File: src/rtl/morse_key_decoder.sv
// Morse key decoder: sync + debounce a raw key, time marks/spaces in units, emit one ASCII byte per character or word gap.
// Latency: key->key_level 2+DEBOUNCE_CYCLES, release->char 1+3 units, ->space 1+7 units; no backpressure, char_valid is a one-shot strobe.
module morse_key_decoder #(
  parameter int UNIT_CYCLES     = 25_000_000,
  parameter int DEBOUNCE_CYCLES = 1_000_000
) (
  input  logic       clk,
  input  logic       rst_n,
  input  logic       key,
  output logic       key_level,
  output logic       char_valid,
  output logic [7:0] char_ascii,
  output logic       char_err,
  output logic [2:0] elem_count
);

  localparam int SUB_W = (UNIT_CYCLES > 1) ? $clog2(UNIT_CYCLES) : 1;
  localparam int DB_W  = $clog2(DEBOUNCE_CYCLES + 1);

  typedef enum logic [1:0] {IDLE, MARK, SPACE, WGAP} state_t;

  state_t            state, state_nxt;
  logic              key_s1, key_s2;
  logic [DB_W-1:0]   db_cnt;
  logic [SUB_W-1:0]  sub_cnt;
  logic [3:0]        dur;
  logic [4:0]        pat;
  logic [2:0]        len;
  logic              ovf;
  logic              unit_wrap, dur_to3, dur_to4;
  logic              end_mark, emit_char, emit_space;
  logic [7:0]        lk_ascii;

  // Keyed on {len, pat}; pattern bits are first element at bit len-1, dot=0, dash=1.
  function automatic logic [7:0] morse_lookup(input logic [2:0] l, input logic [4:0] p);
    case ({l, p})
      {3'd2, 5'b00001}: return 8'h41; // A
      {3'd4, 5'b01000}: return 8'h42; // B
      {3'd4, 5'b01010}: return 8'h43; // C
      {3'd3, 5'b00100}: return 8'h44; // D
      {3'd1, 5'b00000}: return 8'h45; // E
      {3'd4, 5'b00010}: return 8'h46; // F
      {3'd3, 5'b00110}: return 8'h47; // G
      {3'd4, 5'b00000}: return 8'h48; // H
      {3'd2, 5'b00000}: return 8'h49; // I
      {3'd4, 5'b00111}: return 8'h4A; // J
      {3'd3, 5'b00101}: return 8'h4B; // K
      {3'd4, 5'b00100}: return 8'h4C; // L
      {3'd2, 5'b00011}: return 8'h4D; // M
      {3'd2, 5'b00010}: return 8'h4E; // N
      {3'd3, 5'b00111}: return 8'h4F; // O
      {3'd4, 5'b00110}: return 8'h50; // P
      {3'd4, 5'b01101}: return 8'h51; // Q
      {3'd3, 5'b00010}: return 8'h52; // R
      {3'd3, 5'b00000}: return 8'h53; // S
      {3'd1, 5'b00001}: return 8'h54; // T
      {3'd3, 5'b00001}: return 8'h55; // U
      {3'd4, 5'b00001}: return 8'h56; // V
      {3'd3, 5'b00011}: return 8'h57; // W
      {3'd4, 5'b01001}: return 8'h58; // X
      {3'd4, 5'b01011}: return 8'h59; // Y
      {3'd4, 5'b01100}: return 8'h5A; // Z
      {3'd5, 5'b11111}: return 8'h30;
      {3'd5, 5'b01111}: return 8'h31;
      {3'd5, 5'b00111}: return 8'h32;
      {3'd5, 5'b00011}: return 8'h33;
      {3'd5, 5'b00001}: return 8'h34;
      {3'd5, 5'b00000}: return 8'h35;
      {3'd5, 5'b10000}: return 8'h36;
      {3'd5, 5'b11000}: return 8'h37;
      {3'd5, 5'b11100}: return 8'h38;
      {3'd5, 5'b11110}: return 8'h39;
      default:          return 8'h00;
    endcase
  endfunction

  assign unit_wrap  = (sub_cnt == SUB_W'(UNIT_CYCLES - 1));
  assign dur_to3    = unit_wrap && (dur == 4'd2);
  assign dur_to4    = unit_wrap && (dur == 4'd3);
  assign lk_ascii   = morse_lookup(len, pat);
  assign elem_count = len;

  always_ff @(posedge clk) begin
    if (!rst_n) state <= IDLE;
    else        state <= state_nxt;
  end

  // The FSM follows key_level itself, so "rise" and "fall" reduce to level tests per state.
  always_comb begin
    state_nxt  = state;
    end_mark   = 1'b0;
    emit_char  = 1'b0;
    emit_space = 1'b0;
    case (state)
      IDLE:  if (key_level) state_nxt = MARK;
      MARK:  if (!key_level) begin
               end_mark  = 1'b1;
               state_nxt = SPACE;
             end
      SPACE: if (dur_to3) begin
               emit_char = 1'b1;
               state_nxt = key_level ? MARK : WGAP;
             end else if (key_level) begin
               state_nxt = MARK;
             end
      WGAP:  if (dur_to4) begin
               emit_space = 1'b1;
               state_nxt  = key_level ? MARK : IDLE;
             end else if (key_level) begin
               state_nxt = MARK;
             end
      default: state_nxt = IDLE;
    endcase
  end

  always_ff @(posedge clk) begin
    if (!rst_n) begin
      key_s1     <= 1'b0;
      key_s2     <= 1'b0;
      db_cnt     <= '0;
      key_level  <= 1'b0;
      sub_cnt    <= '0;
      dur        <= 4'd0;
      pat        <= 5'd0;
      len        <= 3'd0;
      ovf        <= 1'b0;
      char_valid <= 1'b0;
      char_ascii <= 8'h00;
      char_err   <= 1'b0;
    end else begin
      key_s1 <= key;
      key_s2 <= key_s1;

      if (key_s2 == key_level) begin
        db_cnt <= '0;
      end else if (db_cnt == DB_W'(DEBOUNCE_CYCLES - 1)) begin
        key_level <= key_s2;
        db_cnt    <= '0;
      end else begin
        db_cnt <= db_cnt + 1'b1;
      end

      if (state_nxt != state) begin
        sub_cnt <= '0;
        dur     <= 4'd0;
      end else if (unit_wrap) begin
        sub_cnt <= '0;
        if (dur != 4'd15) dur <= dur + 4'd1;
      end else begin
        sub_cnt <= sub_cnt + 1'b1;
      end

      if (emit_char) begin
        pat <= 5'd0;
        len <= 3'd0;
        ovf <= 1'b0;
      end else if (end_mark) begin
        if (len == 3'd5) begin
          ovf <= 1'b1;
        end else begin
          pat <= {pat[3:0], (dur >= 4'd2)};
          len <= len + 3'd1;
        end
      end

      char_valid <= emit_char | emit_space;
      if (emit_char) begin
        char_ascii <= (ovf || lk_ascii == 8'h00) ? 8'h3F : lk_ascii;
        char_err   <= ovf || (lk_ascii == 8'h00);
      end else if (emit_space) begin
        char_ascii <= 8'h20;
        char_err   <= 1'b0;
      end
    end
  end

endmodule

File: config.mk
export PLATFORM = sky130hd
export DESIGN_NAME = morse_key_decoder
export DESIGN_NICKNAME = d
export VERILOG_FILES = /design/src/rtl/morse_key_decoder.sv
export SDC_FILE = /design/constraint.sdc
export NUM_CORES = 1
export LEC_CHECK = 0
export CORE_MARGIN = 4
export CORE_UTILIZATION = 30
export CTS_CLUSTER_SIZE = 8
export DETAILED_ROUTE_END_ITERATION = 12
export PLACE_DENSITY = 0.56
export SLEW_MARGIN = 15
export SYNTH_ARGS = -nofsm -noshare
export SYNTH_HDL_FRONTEND = slang
export SYNTH_SLANG_ARGS = --single-unit
File: constraint.sdc
create_clock -name clk -period 2.9 [get_ports clk]
set_clock_uncertainty 0.15 [all_clocks]
set_input_delay 0.58 -clock clk [delete_from_list [all_inputs] [get_ports clk]]
set_output_delay 0.58 -clock clk [all_outputs]
set_load 0.01 [all_outputs]
Word-level counts from Yosys, hierarchy flattened
Cells that the tools add are included.

Divide/modulo/power cells: 0. Reductions and logical operators: 14. Magnitude comparators: 1. $mul: 0. $add $sub $neg: 4. Shift operators: 0. Equal/unequal tests: 47. Bitwise gates (word level): 4. Muxes and demuxes: 19.

Operators by type and width (count): one-hot mux 7 bit (36 select lines) (1); equality test 8 bit (second input constant) (22); equality test 8 x 7 -> 1 bit (second input constant) (12); adder 25 x 1 -> 25 bit (second input constant) (1); equality test 25 bit (second input constant) (1); two-way mux 8 bit (3); adder 20 x 1 -> 20 bit (second input constant) (1); equality test 20 bit (second input constant) (1); equality test 8 x 6 -> 1 bit (second input constant) (2); two-way mux 2 bit (5); two-way mux 1 bit (9); equality test 4 x 2 -> 1 bit (second input constant) (2); zero test 8 bit (1); one-hot mux 2 bit (4 select lines) (1); AND reduction 2 bit (4); OR reduction 3 bit (2); adder 4 x 1 -> 4 bit (second input constant) (1); equality test 2 bit (second input constant) (2); >= comparator 4 x 2 -> 1 bit (second input constant) (1); inequality test 4 bit (second input constant) (1); OR reduction 2 bit (2); adder 3 x 1 -> 3 bit (second input constant) (1); equality test 3 bit (second input constant) (1); NOT 1 bit (3); 8 further kinds (9).

Memories: 0. Input port bits: 3. Bits in read-only memories: 0. Bits in registers: 73. Output and inout bits: 14. Memory bits (writable): 0. Bits in latches: 0. Word-level logic and storage cells: 102.

Longest topological paths before layout
Gate-level depths: netlist of the first run.

Word-level depth: 6. Depth in mapped cells: 9. Depth with buffers taken out: 8.

Worst setup path after synthesis of the first run
OpenSTA, ideal clock, no wires.

Path kind: register -> register. From: reg len[0] (netlist: elem_count[0]). To: reg char_ascii[0]. Setup slack: 0.533 ns. Buffers on the path: 1. Library setup time: 0.121 ns. Cell stages (with the launch flop): 9. Clock period less this slack: 2.367 ns. Required time: 2.629 ns. Data arrival time: 2.096 ns. Cell sequence: dfxtp_1 -> buf_2 -> or4b_1 -> or3_1 -> a21oi_1 -> or4_1 -> o21bai_2 -> nor4_1 -> o21ai_1.

Word-level cells in the longest chain between the ends: 6. Elaborated cells on any way between the ends: 41. Classes of those cells: eq/ne (36); mux (3); reduce/logical (2).

Ends and longest elaborated chain: start: declaration (line 28) `logic [2:0] len;`; start signal: assignment (line 162) `len <= len + 3'd1;`; equality test 8 bit, or another cell as far along (line 36) `case ({l, p})`; one-hot mux 7 bit (36 select lines) * (line 36); zero test 8 bit (line 168) `char_ascii <= (ovf || lk_ascii == 8'h00) ? 8'h3F : lk_ascii;`; logical OR 1 bit (line 168); two-way mux 8 bit * (line 168); two-way mux 8 bit * (line 167) `if (emit_char) begin`; end signal: assignment (line 168); end: declaration (line 12) `output logic [7:0] char_ascii,`.

Every way passes the cells marked *; elsewhere a longest branch is shown, timed or not. A chain may end at the register's enable or synchronous reset.

Worst setup path in the final report of the first run
From: reg len[2] (netlist: elem_count[2]). To: reg char_ascii[6].

The elaborated chain is that of the path after synthesis.

==> results of run 1 <==
==> Yosys cell counts, drive strengths merged (8+ instances only) <==
cell type  number
nand4          16
nand3          27
a21oi          19
nor2           76
nor2b          12
inv             8
xnor2          18
dfxtp          72
xor2           28
and3           12
o21ai          16
nor3            9
nand2          36
clkbuf         16
==> placed cells by master (no fill, tap or decap), drive strengths merged, types with 6 or more instances in the layout <==
master         count
nor2b             12
nor3               9
nand2             36
o21ai             16
dfxtp             72
clkdlybuf4s50     15
ha                 6
nand4             16
and3              12
nand2b             6
buf               14
nor2              76
a21oi             19
xor2              28
nand3             27
nor4               7
clkbuf            10
inv                9
xnor2             18
==> power by group through the flow <==
stage | clock, mW | sequential, mW | combinational, mW
after CTS | 1.13 | 0.999 | 0.0332
after detailed placement | 0 | 1.02 | 0.0331
after global routing | 1.18 | 1.00 | 0.0367
final | 1.09 | 0.999 | 0.0327
after floorplan | 0 | 1.02 | 0.0252
after global placement | 0 | 1.02 | 0.0325
==> area by class of cell <==
class | instances | area share
inverter | 8 | 0.00679
multi-input combinational | 360 | 0.495
clock buffer | 10 | 0.0518
sequential | 72 | 0.326
clock inverter | 6 | 0.0156
tap | 168 | 0.0475
timing repair buffer | 29 | 0.0577
==> stage by stage <==
| step | instance area, um2 | std cells | worst slack, ns |
|---|---|---|---|
| 2_1_floorplan | 3760 | 463 | 0.533 |
| 3_3_place_gp | 4120 | 637 | 0.337 |
| 3_5_place_dp | 4120 | 637 | 0.328 |
| 4_1_cts | 4420 | 653 | 0.317 |
| 5_1_grt | 4420 | 653 | 0.169 |
| 6_report | 4420 | 653 | 0.326 |
==> path summary, 6_finish.rpt <==
kind                                 endpoint  cells after the start
worst max-delay path            char_ascii[6]                      7
worst min-delay path                   key_s2                      1
worst max register to register  char_ascii[6]                      7
worst min register to register         key_s2                      1
==> routing by layer <==
layer	vias to the layer above	routed length (um)	global-route usage
met3	12	334	0.0349
met2	61	3710	0.176
met4	0	123	0.0494
met5	-	0	0
met1	1512	4000	0.148
li1	1659	-	-
==> worst max-delay path, cell delays in order, from the launching register on <==
cell                      delay [ns]
sky130_fd_sc_hd__dfxtp_1        0.62
sky130_fd_sc_hd__nor2b_1        0.17
sky130_fd_sc_hd__and3_1         0.24
sky130_fd_sc_hd__a31o_2         0.25
sky130_fd_sc_hd__or4_1          0.53
sky130_fd_sc_hd__nor2_1         0.13
sky130_fd_sc_hd__o21ai_0        0.13
sky130_fd_sc_hd__a31o_2         0.25
==> kinds of logic (layout without fill, tap and decap cells) <==
group,count (synthesis),after routing,share of synthesized area
compound gates,66,66,0.113
xor+xnor,46,46,0.107
fa+ha+maj,6,6,0.0199
buf+inv,31,53,0.0359
flops,72,72,0.383
mux,3,3,0.00798
other cells,1,1,0.000996
simple gates,238,238,0.332
==> sequential cells by signal (all words and copies together) (netlist names), 2 cells and up <==
name	count
char_ascii	7
db_cnt	20
dur	4
elem_count	3
pat	5
state	2
sub_cnt	25
==> run summary, run 1 <==
The run finished with clean final reports. The setup slack on the worst flop-to-flop path came out at 0.33 ns. The total number of H-tree levels came out at 3. The leakage power is 1.57 nW. The clock root buffer is sky130_fd_sc_hd__clkbuf_16. Setup repair after global routing left no endpoint under its margin. The total count of max-transition violations in the final report came to 0.

The worst register-to-register path begins at elem_count[2]. The number of antenna violations at the first check in global routing came out at 0. The clock network power share came out at 0.515. In this run the standard cell core region covers 12200 um2. Of the total power, combinational logic draws 0.015.

Of the total power, the share spent switching nets is 0.211. The total global-route track usage is 0.115. Clock-pin slew was measured on the worst setup and hold paths at 0.06 ns. The maximum number of pins on one net before global-route repair came out at 21. The worst hold path begins at key_s1. TritonCTS built the clock tree. For this run, the top clock speed supported by timing is 389 MHz. Summing all multi-input logic gate instances after layout gives 2190 um2. STA classifies the critical path startpoint as a flop. The data arrival time of the worst path is 2.65 ns. The worst setup path is captured at a flop.

The number of buffers inserted for hold repair after clock tree synthesis came out at 0. The quantity of gates resized following cts is 0. The total length of routed wires came out at 8.17 mm. The violation count after the first detailed-route iteration is 321. The number of global-route vias before repair came out at 2971. The number of enable flip-flop cells after synthesis is 0. The worst hold slack after final layout came out at 0.287 ns. The count of cell types in the netlist came out at 58. The launching element of the worst setup path is elem_count[2]. The number of inserted diodes came out at 0. By startpoint and endpoint, the worst setup path is classified as flop to flop.

The transition time at the pin with the least slew margin came out at 0.559 ns. The power density over the cells is 481 nW/um2. The number of placed I/O pins came out at 17.

In the finished design, the share of the clock period the worst path needs comes to 0.888. The number of iterations in the first detailed-routing pass came out at 5. The number of nets in the synthesized netlist came out at 472. The maximum fanout encountered on the critical timing path came out at 16.

The mapped netlist covers 3760 um2. For this design the total switching power over the nets is 0.450 mW. The internal portion of total power came out at 1.68 mW. The tool flagged a number of max-cap violations equal to 0. In the routed layout, each cell is associated on average with a via count of 4.97. The number of core rows came out at 40. From left edge to right edge, the die measures 120 um. The sum of overflow across all layers after global routing came out at 0. The area share of the leading cell type in the synthesized netlist came out at 0.383. The die span in y came out at 120 um. The number of clock sinks came out at 72. At the end of the flow the core is filled with cells to 0.364. The global-route wire length before repair is 13.7 mm. For this block, the via count after detailed routing is 3244. Relative to the synthesized area, the layout overhead comes to 17.5%. The peak ir drop on the vdd network came out at 0.000286 V. The number of fill cells is 1253. Routability-driven placement finished with a final weighted congestion of 0.874. The area of all sequential standard cells came out at 1440 um2. Setup violations remaining at the end of the flow were counted as 0. The number of buffers between clock root and the deepest sink came out at 2. The clock latency at the later pin of the worst-skew pair is 0.34 ns. For this configuration, the core starts out at a cell density of 0.309. The final net count came out at 489. Once the clock tree was built, the setup fixing pass inserted 0 buffers. The post-synthesis sequential area ratio came out at 0.383.

The final critical-path required period is 2.57 ns. The final number of hold-violating endpoints is 0. The die covers 14400 um2. The number of buffers added by the clock tree synthesis step came out at 9. The count of buffers from port buffering is 15. STA puts the critical path data required time at 2.97 ns. The number of instances in the synthesized netlist came out at 463. The most used flip-flop cell after synthesis is sky130_fd_sc_hd__dfxtp_1. After detailed routing, the number of remaining DRC violations is 0. The flip-flop and latch count after synthesis is 72.

In the synthesized netlist the async set-or-reset flop fraction comes to 0. The post-detailed-placement half-perimeter wirelength is 5.90 mm. The count of nets left with antenna violations once routing finished came out at 0.

The worst pin sits at a relative slew slack of 0.624. The final total power came out at 2.13 mW. The sequential share of power came out at 0.470.

After synthesis, the cell types taking the most area are sky130_fd_sc_hd__dfxtp_1 38%, sky130_fd_sc_hd__nor2_1 7.6%, sky130_fd_sc_hd__xor2_1 6.5%. The mean instance size in the synthesized netlist is 8.13 um2. The total number of yosys warnings is 0. The total negative slack came out at 0 ns.

The fraction of layout cells with a size suffix above 1 is 0.0825. The type of the worst min-delay path is flop to flop. Summed over all instances, the cell type with the most area after synthesis is sky130_fd_sc_hd__dfxtp_1.

The average wire length per cell after detail routing came out at 12.5 um.
Power figures use the tool's default switching activity.
==> run 2: changes to the inputs <==
--- a/config.mk
+++ b/config.mk
@@ -5,6 +5,7 @@
 export SDC_FILE = /design/constraint.sdc
 export NUM_CORES = 1
 export LEC_CHECK = 0
+export ABC_AREA = 1
 export CORE_MARGIN = 4
 export CORE_UTILIZATION = 30
 export CTS_CLUSTER_SIZE = 8
==> run summary, run 2 <==
The number of iterations in the first detailed-routing pass came to 5 (unchanged). The final number of hold-violating endpoints came out at 0 (unchanged). More flip-flops sit in one register than any other, and that register is sub_cnt. The post-detailed-placement half-perimeter wirelength is 7.19 mm (+22%). The total length of routed wires is 9.46 mm (+16%). The final net count came to 683 (+40%). The count of cell types in the netlist is 41 (-29%). The max-capacitance violation count came out at 0 (unchanged). Counting instances in the post-synthesis netlist gives the leading cell types as 150 x sky130_fd_sc_hd__nand2_1, 119 x sky130_fd_sc_hd__nor2_1, 87 x sky130_fd_sc_hd__inv_1, 72 x sky130_fd_sc_hd__dfxtp_1, 36 x sky130_fd_sc_hd__nand3_1. The worst hold slack after final layout is 0.269 ns (-0.0181 ns). The startpoint identified for the worst register-to-register timing path is sub_cnt[0]. By area the synthesized netlist is led by sky130_fd_sc_hd__dfxtp_1 33%, sky130_fd_sc_hd__nand2_1 13%, sky130_fd_sc_hd__nor2_1 10%. Leaving out fill and tap cells, the most frequent cell in the layout is sky130_fd_sc_hd__nand2_1. The run finished with clean final reports. TritonCTS built the clock tree. The share of async-settable or async-resettable flops after synthesis came out at 0 (unchanged). The fraction of layout cells with a size suffix above 1 came out at 0.109 (+0.0265).

The remaining antenna violation count is 0 (unchanged). The number of buffers added by the clock tree synthesis step is 9 (unchanged). The number of global-route vias before repair is 3626 (+22%). The destination of the worst register-to-register timing path is sub_cnt[0]. The sum of overflow across all layers after global routing came out at 0 (unchanged). The number of antenna violations at the first check in global routing came to 0 (unchanged). The critical path capture point is sub_cnt[0]. The number of fill cells came out at 1567 (+25%). The routability-driven placement congestion ratio is 0.884 (+1.2%). The post-CTS setup buffer count is 0 (unchanged). The post-synthesis sequential area ratio came out at 0.335 (-0.0483). The largest registers in the layout are sub_cnt: 25 flops, db_cnt: 20 flops, char_ascii: 7 flops.

The setup slack on the worst flop-to-flop path is 0.66 ns (+0.33 ns). The total global-route track usage came out at 0.121 (+0.00640). The area of all sequential standard cells came out at 1440 um2 (unchanged).

The clock root buffer is sky130_fd_sc_hd__clkbuf_16. The normalized max-slew margin came to 0.666 (+0.0424). The maximum number of pins on one net before global-route repair came out at 26 (+24%). The number of buffers inserted for hold repair after clock tree synthesis is 0 (unchanged). The die footprint is 16300 um2 (+13%). The critical path required time is 2.95 ns (-0.02 ns). The width of the die is 128 um (+6.5%).

The number of instances in the synthesized netlist came out at 655 (+41%). The quantity of gates resized following cts came to 0 (unchanged). The highest achievable clock rate came out at 447 MHz (+15%). The flip-flop and latch count after synthesis came out at 72 (unchanged). The number of buffers between clock root and the deepest sink came out at 2 (unchanged). The total count of max-transition violations in the final report is 0 (unchanged). The total number of H-tree levels was 3 (unchanged). The number of enable flip-flop cells after synthesis is 0 (unchanged). The area of the core is 14000 um2 (+15%). The share of the cycle needed by the critical path after routing came out at 0.772 (-0.115). The peak ir drop on the vdd network is 0.000232 V (-19%). The area share of the leading cell type in the synthesized netlist was 0.335 (-0.0483). The data arrival time of the worst path is 2.29 ns (-0.36 ns). The area of the multi-input gates is 2430 um2 (+11%). The mean number of vias per cell was 4.50 (-9.4%). The global-route wire length before repair is 16.3 mm (+20%). The number of setup violations in the final report is 0 (unchanged).

Summed over all instances, the cell type with the most area after synthesis is sky130_fd_sc_hd__dfxtp_1. The placed cell count came out at 843 (+32%). The leakage power came out at 1.99 nW (+27%). The total number of yosys warnings is 0 (unchanged).

The initial core utilization is 0.308 (-0.00159). The worst setup path is of the flop to flop kind. The logic depth of the worst register-to-register path came out at 10 (+3). The total negative slack was 0 ns (unchanged). The maximum fanout encountered on the critical timing path came out at 25 (+9). The number of core rows came out at 43 (+7.5%). The clock latency at the later pin of the worst-skew pair came out at 0.33 ns (about the same).

Setup repair after global routing left no endpoint under its margin. The number of placed I/O pins came to 17 (unchanged). The final critical-path required period is 2.24 ns (-0.335 ns). The predominant post-synthesis flop cell is sky130_fd_sc_hd__dfxtp_1. The worst setup path is captured at a flop. The post-detailed-route DRC marker count came out at 0 (unchanged). The power density over the cells was 481 nW/um2 (about the same). The number of flip-flops in the largest register is 25 (unchanged).

The total number of vias came out at 3867 (+19%). The most instantiated library cell after synthesis is sky130_fd_sc_hd__nand2_1. The number of clock sinks is 72 (unchanged).

The number of standard cells in the final layout excluding fillers came out at 859 (+32%). STA classifies the critical path startpoint as a flop. The transition time at the pin with the least slew margin was 0.499 ns (-0.0603 ns). The mean instance size in the synthesized netlist is 6.58 um2 (-19%).

The count of buffers from port buffering came out at 15 (unchanged). The number of nets in the synthesized netlist came out at 664 (+41%). The die span in y came out at 128 um (+6.5%). In this run the worst setup path begins at sub_cnt[0]. The violation count after the first detailed-route iteration is 186 (-42%). The min-delay analysis places its worst path in the category flop to flop.

The number of inserted diodes was 0 (unchanged). The area growth from synthesis to layout is 15.8%. The post-synthesis cell area came to 4310 um2 (+14%).

The average wire length per cell after detail routing is 11.0 um (-12%). The top cell types in the final layout, fill and taps aside, are 150 x sky130_fd_sc_hd__nand2_1, 119 x sky130_fd_sc_hd__nor2_1, 87 x sky130_fd_sc_hd__inv_1, 72 x sky130_fd_sc_hd__dfxtp_1, 36 x sky130_fd_sc_hd__nand3_1. The clock slew seen by the registers of the worst setup and hold paths is 0.05 ns (about the same).
-- run 2: changes by cell type after synthesis, moves of 14 or more --
cell                       delta
sky130_fd_sc_hd__nor2_2      +27
sky130_fd_sc_hd__nor2_1      +43
sky130_fd_sc_hd__nor3_1      +14
sky130_fd_sc_hd__inv_1       +79
sky130_fd_sc_hd__nand2_1    +114
sky130_fd_sc_hd__clkbuf_1    -14
-- run 2: cell families after synthesis --
| family | after synthesis | synth area share |
|---|---|---|
| adders and majority gates | 6 | 0.0174 |
| xor gates and xnor gates | 30 | 0.0610 |
| buffers and inverters | 102 | 0.101 |
| DFF | 72 | 0.335 |
| AOI/OAI and AO/OA | 40 | 0.0500 |
| other | 1 | 0.000871 |
| and+or+nand+nor | 404 | 0.435 |
-- run 2: worst min-delay path by stage --
stage	start	endpoint	slack, ns	cells after the start
6_report	key_s1	key_s2	0.27	2
5_1_grt	key_s1	key_s2	0.29	2
4_1_cts	key_s1	key_s2	0.28	2
3_5_place_dp	key_s1	key_s2	0.26	2
3_3_place_gp	key_s1	key_s2	0.26	2
2_1_floorplan	key_s1	key_s2	0.24	2
-- run 2: through the flow --
step	power (mW)	utilization	instance area [um2]	setup WS (ns)
floorplan	1.05	-	4310	1.05
global placement	1.06	0.330	4620	0.483
detailed placement	1.06	0.330	4620	0.444
CTS	2.43	0.357	4990	0.631
global route	2.48	0.357	4990	0.446
finish	2.40	0.357	4990	0.661
-- run 2: area by class of cell --
cell class / instances / share of cell area
Multi-Input combinational cell: 481 / 0.487
Sequential cell: 72 / 0.289
Inverter: 91 / 0.0685
Clock buffer: 10 / 0.0479
Tap cell: 180 / 0.0452
Timing Repair Buffer: 19 / 0.0361
Clock inverter: 6 / 0.0261
-- run 2: critical path: stages, from the launching register on --
cell                       delay [ns]
sky130_fd_sc_hd__dfxtp_1         0.36
sky130_fd_sc_hd__ha_1            0.22
sky130_fd_sc_hd__nand3_1         0.14
sky130_fd_sc_hd__clkinv_1        0.08
sky130_fd_sc_hd__nand3_1         0.08
sky130_fd_sc_hd__nor2_2          0.18
sky130_fd_sc_hd__nand4_2         0.22
sky130_fd_sc_hd__inv_1           0.16
sky130_fd_sc_hd__nor3_2          0.07
sky130_fd_sc_hd__nand3_4         0.37
sky130_fd_sc_hd__nor2_1          0.09
-- run 2: report_power, final --
group          switching (mW)  leakage [nW]  internal [mW]  total (mW)
clock                   0.416         0.182          0.947        1.36
sequential            0.00376         0.581          0.995       0.999
combinational          0.0246          1.23         0.0113      0.0359
-- run 2: routing by layer --
metal | global-route usage | share of wire | vias to the layer above
met1 | 0.167 | 0.52 | 1691
met5 | 0 | 0 | -
met4 | 0.0462 | 0.020 | 0
met2 | 0.183 | 0.42 | 73
met3 | 0.0279 | 0.038 | 16
li1 | - | - | 2087
==> run 3: changes to the inputs <==
==> constraint.sdc (replaced) <==
create_clock -name clk -period 2.25 [get_ports clk]
set_clock_uncertainty 0.15 [all_clocks]
set_input_delay 0.45 -clock clk [delete_from_list [all_inputs] [get_ports clk]]
set_output_delay 0.45 -clock clk [all_outputs]
set_load 0.01 [all_outputs]
==> run summary, run 3 (synthesis gave the netlist of run 2 again) <==
The width of the die is 128 um (unchanged). TritonCTS built the clock tree. The number of setup violations in the final report is 0 (unchanged). The clock latency at the later pin of the worst-skew pair is 0.34 ns (about the same). The maximum number of pins on one net before global-route repair is 14 (-46%). The share of the cycle needed by the critical path after routing came out at 0.915. The cell depth of the worst setup path is 2 (-8).

The launching element of the worst setup path is elem_count[0]. The die span in y came out at 128 um (unchanged). The critical path required time was 1.65 ns (-1.30 ns). The total length of routed wires was 9.57 mm (+1.2%). The number of clock sinks came out at 72 (unchanged).

The peak ir drop on the vdd network is 0.000336 V (+45%). The leakage power was 2.07 nW (+3.8%). In this run the critical register-to-register path is launched from sub_cnt[0]. The total negative slack is 0 ns (unchanged). The number of fill cells came out at 1528 (-2.5%). The number of standard cells in the final layout excluding fillers came out at 876 (+2.0%). The clock slew seen by the registers of the worst setup and hold paths came out at 0.06 ns (about the same). The number of flip-flops in the largest register is 25 (unchanged). The post-detailed-route DRC marker count came to 0 (unchanged).

The number of buffers and inverters on the critical path came out at 2 (unchanged). The sum of overflow across all layers after global routing came out at 0 (unchanged). The count of buffers from port buffering is 15 (unchanged). The area growth from synthesis to layout is 19.1%. The number of buffers added by the clock tree synthesis step is 9 (unchanged). The largest registers in the layout are sub_cnt: 25 flops, db_cnt: 20 flops, char_ascii: 7 flops. Setup repair after global routing left no endpoint under its margin.

The critical path capture point type is a primary output. The remaining antenna violation count is 0 (unchanged). The area of all sequential standard cells is 1440 um2 (about the same). The final number of hold-violating endpoints is 0 (unchanged). The number of antenna violations at the first check in global routing came out at 0 (unchanged). The initial core utilization came out at 0.308 (unchanged).

The number of inserted diodes came out at 0 (unchanged). The area of the core is 14000 um2 (unchanged). The max-capacitance violation count is 0 (unchanged). The number of placed I/O pins came out at 17 (unchanged). The fraction of layout cells with a size suffix above 1 is 0.135 (+0.0261). The library cell used most frequently in the layout, excluding fill and tap cells, is sky130_fd_sc_hd__nand2_1. The number of iterations in the first detailed-routing pass came to 4 (-1).

The post-detailed-placement half-perimeter wirelength came out at 7.47 mm (+3.8%). The top cell types in the final layout, fill and taps aside, are 150 x sky130_fd_sc_hd__nand2_1, 118 x sky130_fd_sc_hd__nor2_1, 87 x sky130_fd_sc_hd__inv_1, 71 x sky130_fd_sc_hd__dfxtp_1, 36 x sky130_fd_sc_hd__nand3_1. The mean number of vias per cell came out at 4.55 (+0.98%).

The total global-route track usage came to 0.126 (+0.00479). Counting I/O delays and the setup requirement, the final critical path takes 2.06 ns. The total count of max-transition violations in the final report is 0 (unchanged).

The number of global-route vias before repair came out at 3735 (+3.0%). The placed cell count is 858 (+1.8%). The flow ran to the end, and the final reports show no timing, DRC or antenna violations. The worst register-to-register path ends at sub_cnt[24]. The maximum fanout encountered on the critical timing path came out at 6 (-76%). The critical path ends at elem_count[0]. The number of core rows came out at 43 (unchanged). The critical path is of the flop to primary output type.

The data arrival time of the worst path was 1.46 ns (-0.83 ns). The die footprint came to 16300 um2 (unchanged). The global-route wire length before repair is 17.0 mm (+4.3%). The logic depth of the worst register-to-register path came out at 12 (+2).

Ranked by flip-flop count, first place goes to sub_cnt. The violation count after the first detailed-route iteration came out at 237 (+27%). Among all stages on the critical path, the largest delay is contributed by sky130_fd_sc_hd__clkdlybuf4s50_1. The number of buffers between clock root and the deepest sink came to 2 (unchanged). Broken down by cell family, the worst path's largest delay share belongs to buffers and inverters. The area of the multi-input gates is 2440 um2 (+0.41%). The final net count is 700 (+2.5%). The total number of H-tree levels is 3 (unchanged). In this run the worst hold path is classified as flop to flop.

The critical path goes through buf_4 > clkdlybuf4s50_1. Derived from the worst setup path, the maximum achievable clock frequency is 486 MHz. The power density over the cells came to 579 nW/um2 (+20%). The peak per-stage delay on the critical path is 0.53 ns (+0.16 ns). STA classifies the critical path startpoint as a flop. The total number of vias is 3982 (+3.0%).

The clock root buffer is sky130_fd_sc_hd__clkbuf_16. The setup slack on the worst flop-to-flop path is 0.28 ns (-0.38 ns). The final total power is 2.97 mW (+24%).

The average wire length per cell after detail routing is 10.9 um (-0.79%). The routability-driven placement congestion ratio was 0.864 (-2.2%).
[run 3: changes by cell type in the layout (fill, tap and decap cells not counted), sizes merged]
| cell | previous run | this run |
|---|---|---|
| buf | 4 | 21 |
| clkinvlp | 0 | 1 |
| bufinv | 4 | 3 |
[run 3: routing by layer]
metal / routed length [um] / global-route usage
met5: 0 / 0
met4: 216 / 0.0481
met3: 323 / 0.0321
met2: 4130 / 0.190
met1: 4910 / 0.172
[run 3: tightest hold or removal path, cell delays in order, from the launching register on]
cell,delay (ns)
sky130_fd_sc_hd__dfxtp_1,0.30
sky130_fd_sc_hd__nand2_1,0.05
sky130_fd_sc_hd__inv_1,0.03
[run 3: cell type report]
cell class,count,area share
Clock buffer,10,0.0446
Clock inverter,6,0.0210
Inverter,91,0.0666
Multi-Input combinational cell,481,0.475
Sequential cell,72,0.281
Tap cell,180,0.0439
Timing Repair Buffer,36,0.0673
[run 3: metrics by stage]
stage	hold slack (ns)	setup slack [ns]	instance area, um2	util
after floorplan	0.240	0.402	4310	-
after global placement	0.255	0.136	4760	0.340
after detailed placement	0.262	0.107	4760	0.340
after CTS	0.276	0.105	5090	0.364
after global routing	0.285	0.0122	5130	0.367
final	0.272	0.191	5130	0.367
[run 3: what timing repair did]
item,4_1_cts,5_1_grt
gates resized for setup,0,4
endpoints found under the setup margin,0,26
setup buffers,0,2
hold buffers,0,0
[run 3: how the worst min path moves through the flow]
stage / depth (start not counted) / startpoint / to / slack (ns)
after floorplan: 2 / key_s1 / key_s2 / 0.24
after global placement: 2 / key_s1 / key_s2 / 0.26
after detailed placement: 2 / key_s1 / key_s2 / 0.26
after CTS: 2 / key_s1 / key_s2 / 0.28
after global routing: 2 / key_s1 / key_s2 / 0.29
final: 2 / key_s1 / key_s2 / 0.27
[run 3: where the power goes]
group          switching, mW  internal [mW]
Clock                  0.542           1.08
Combinational         0.0348         0.0276
Sequential           0.00474           1.28
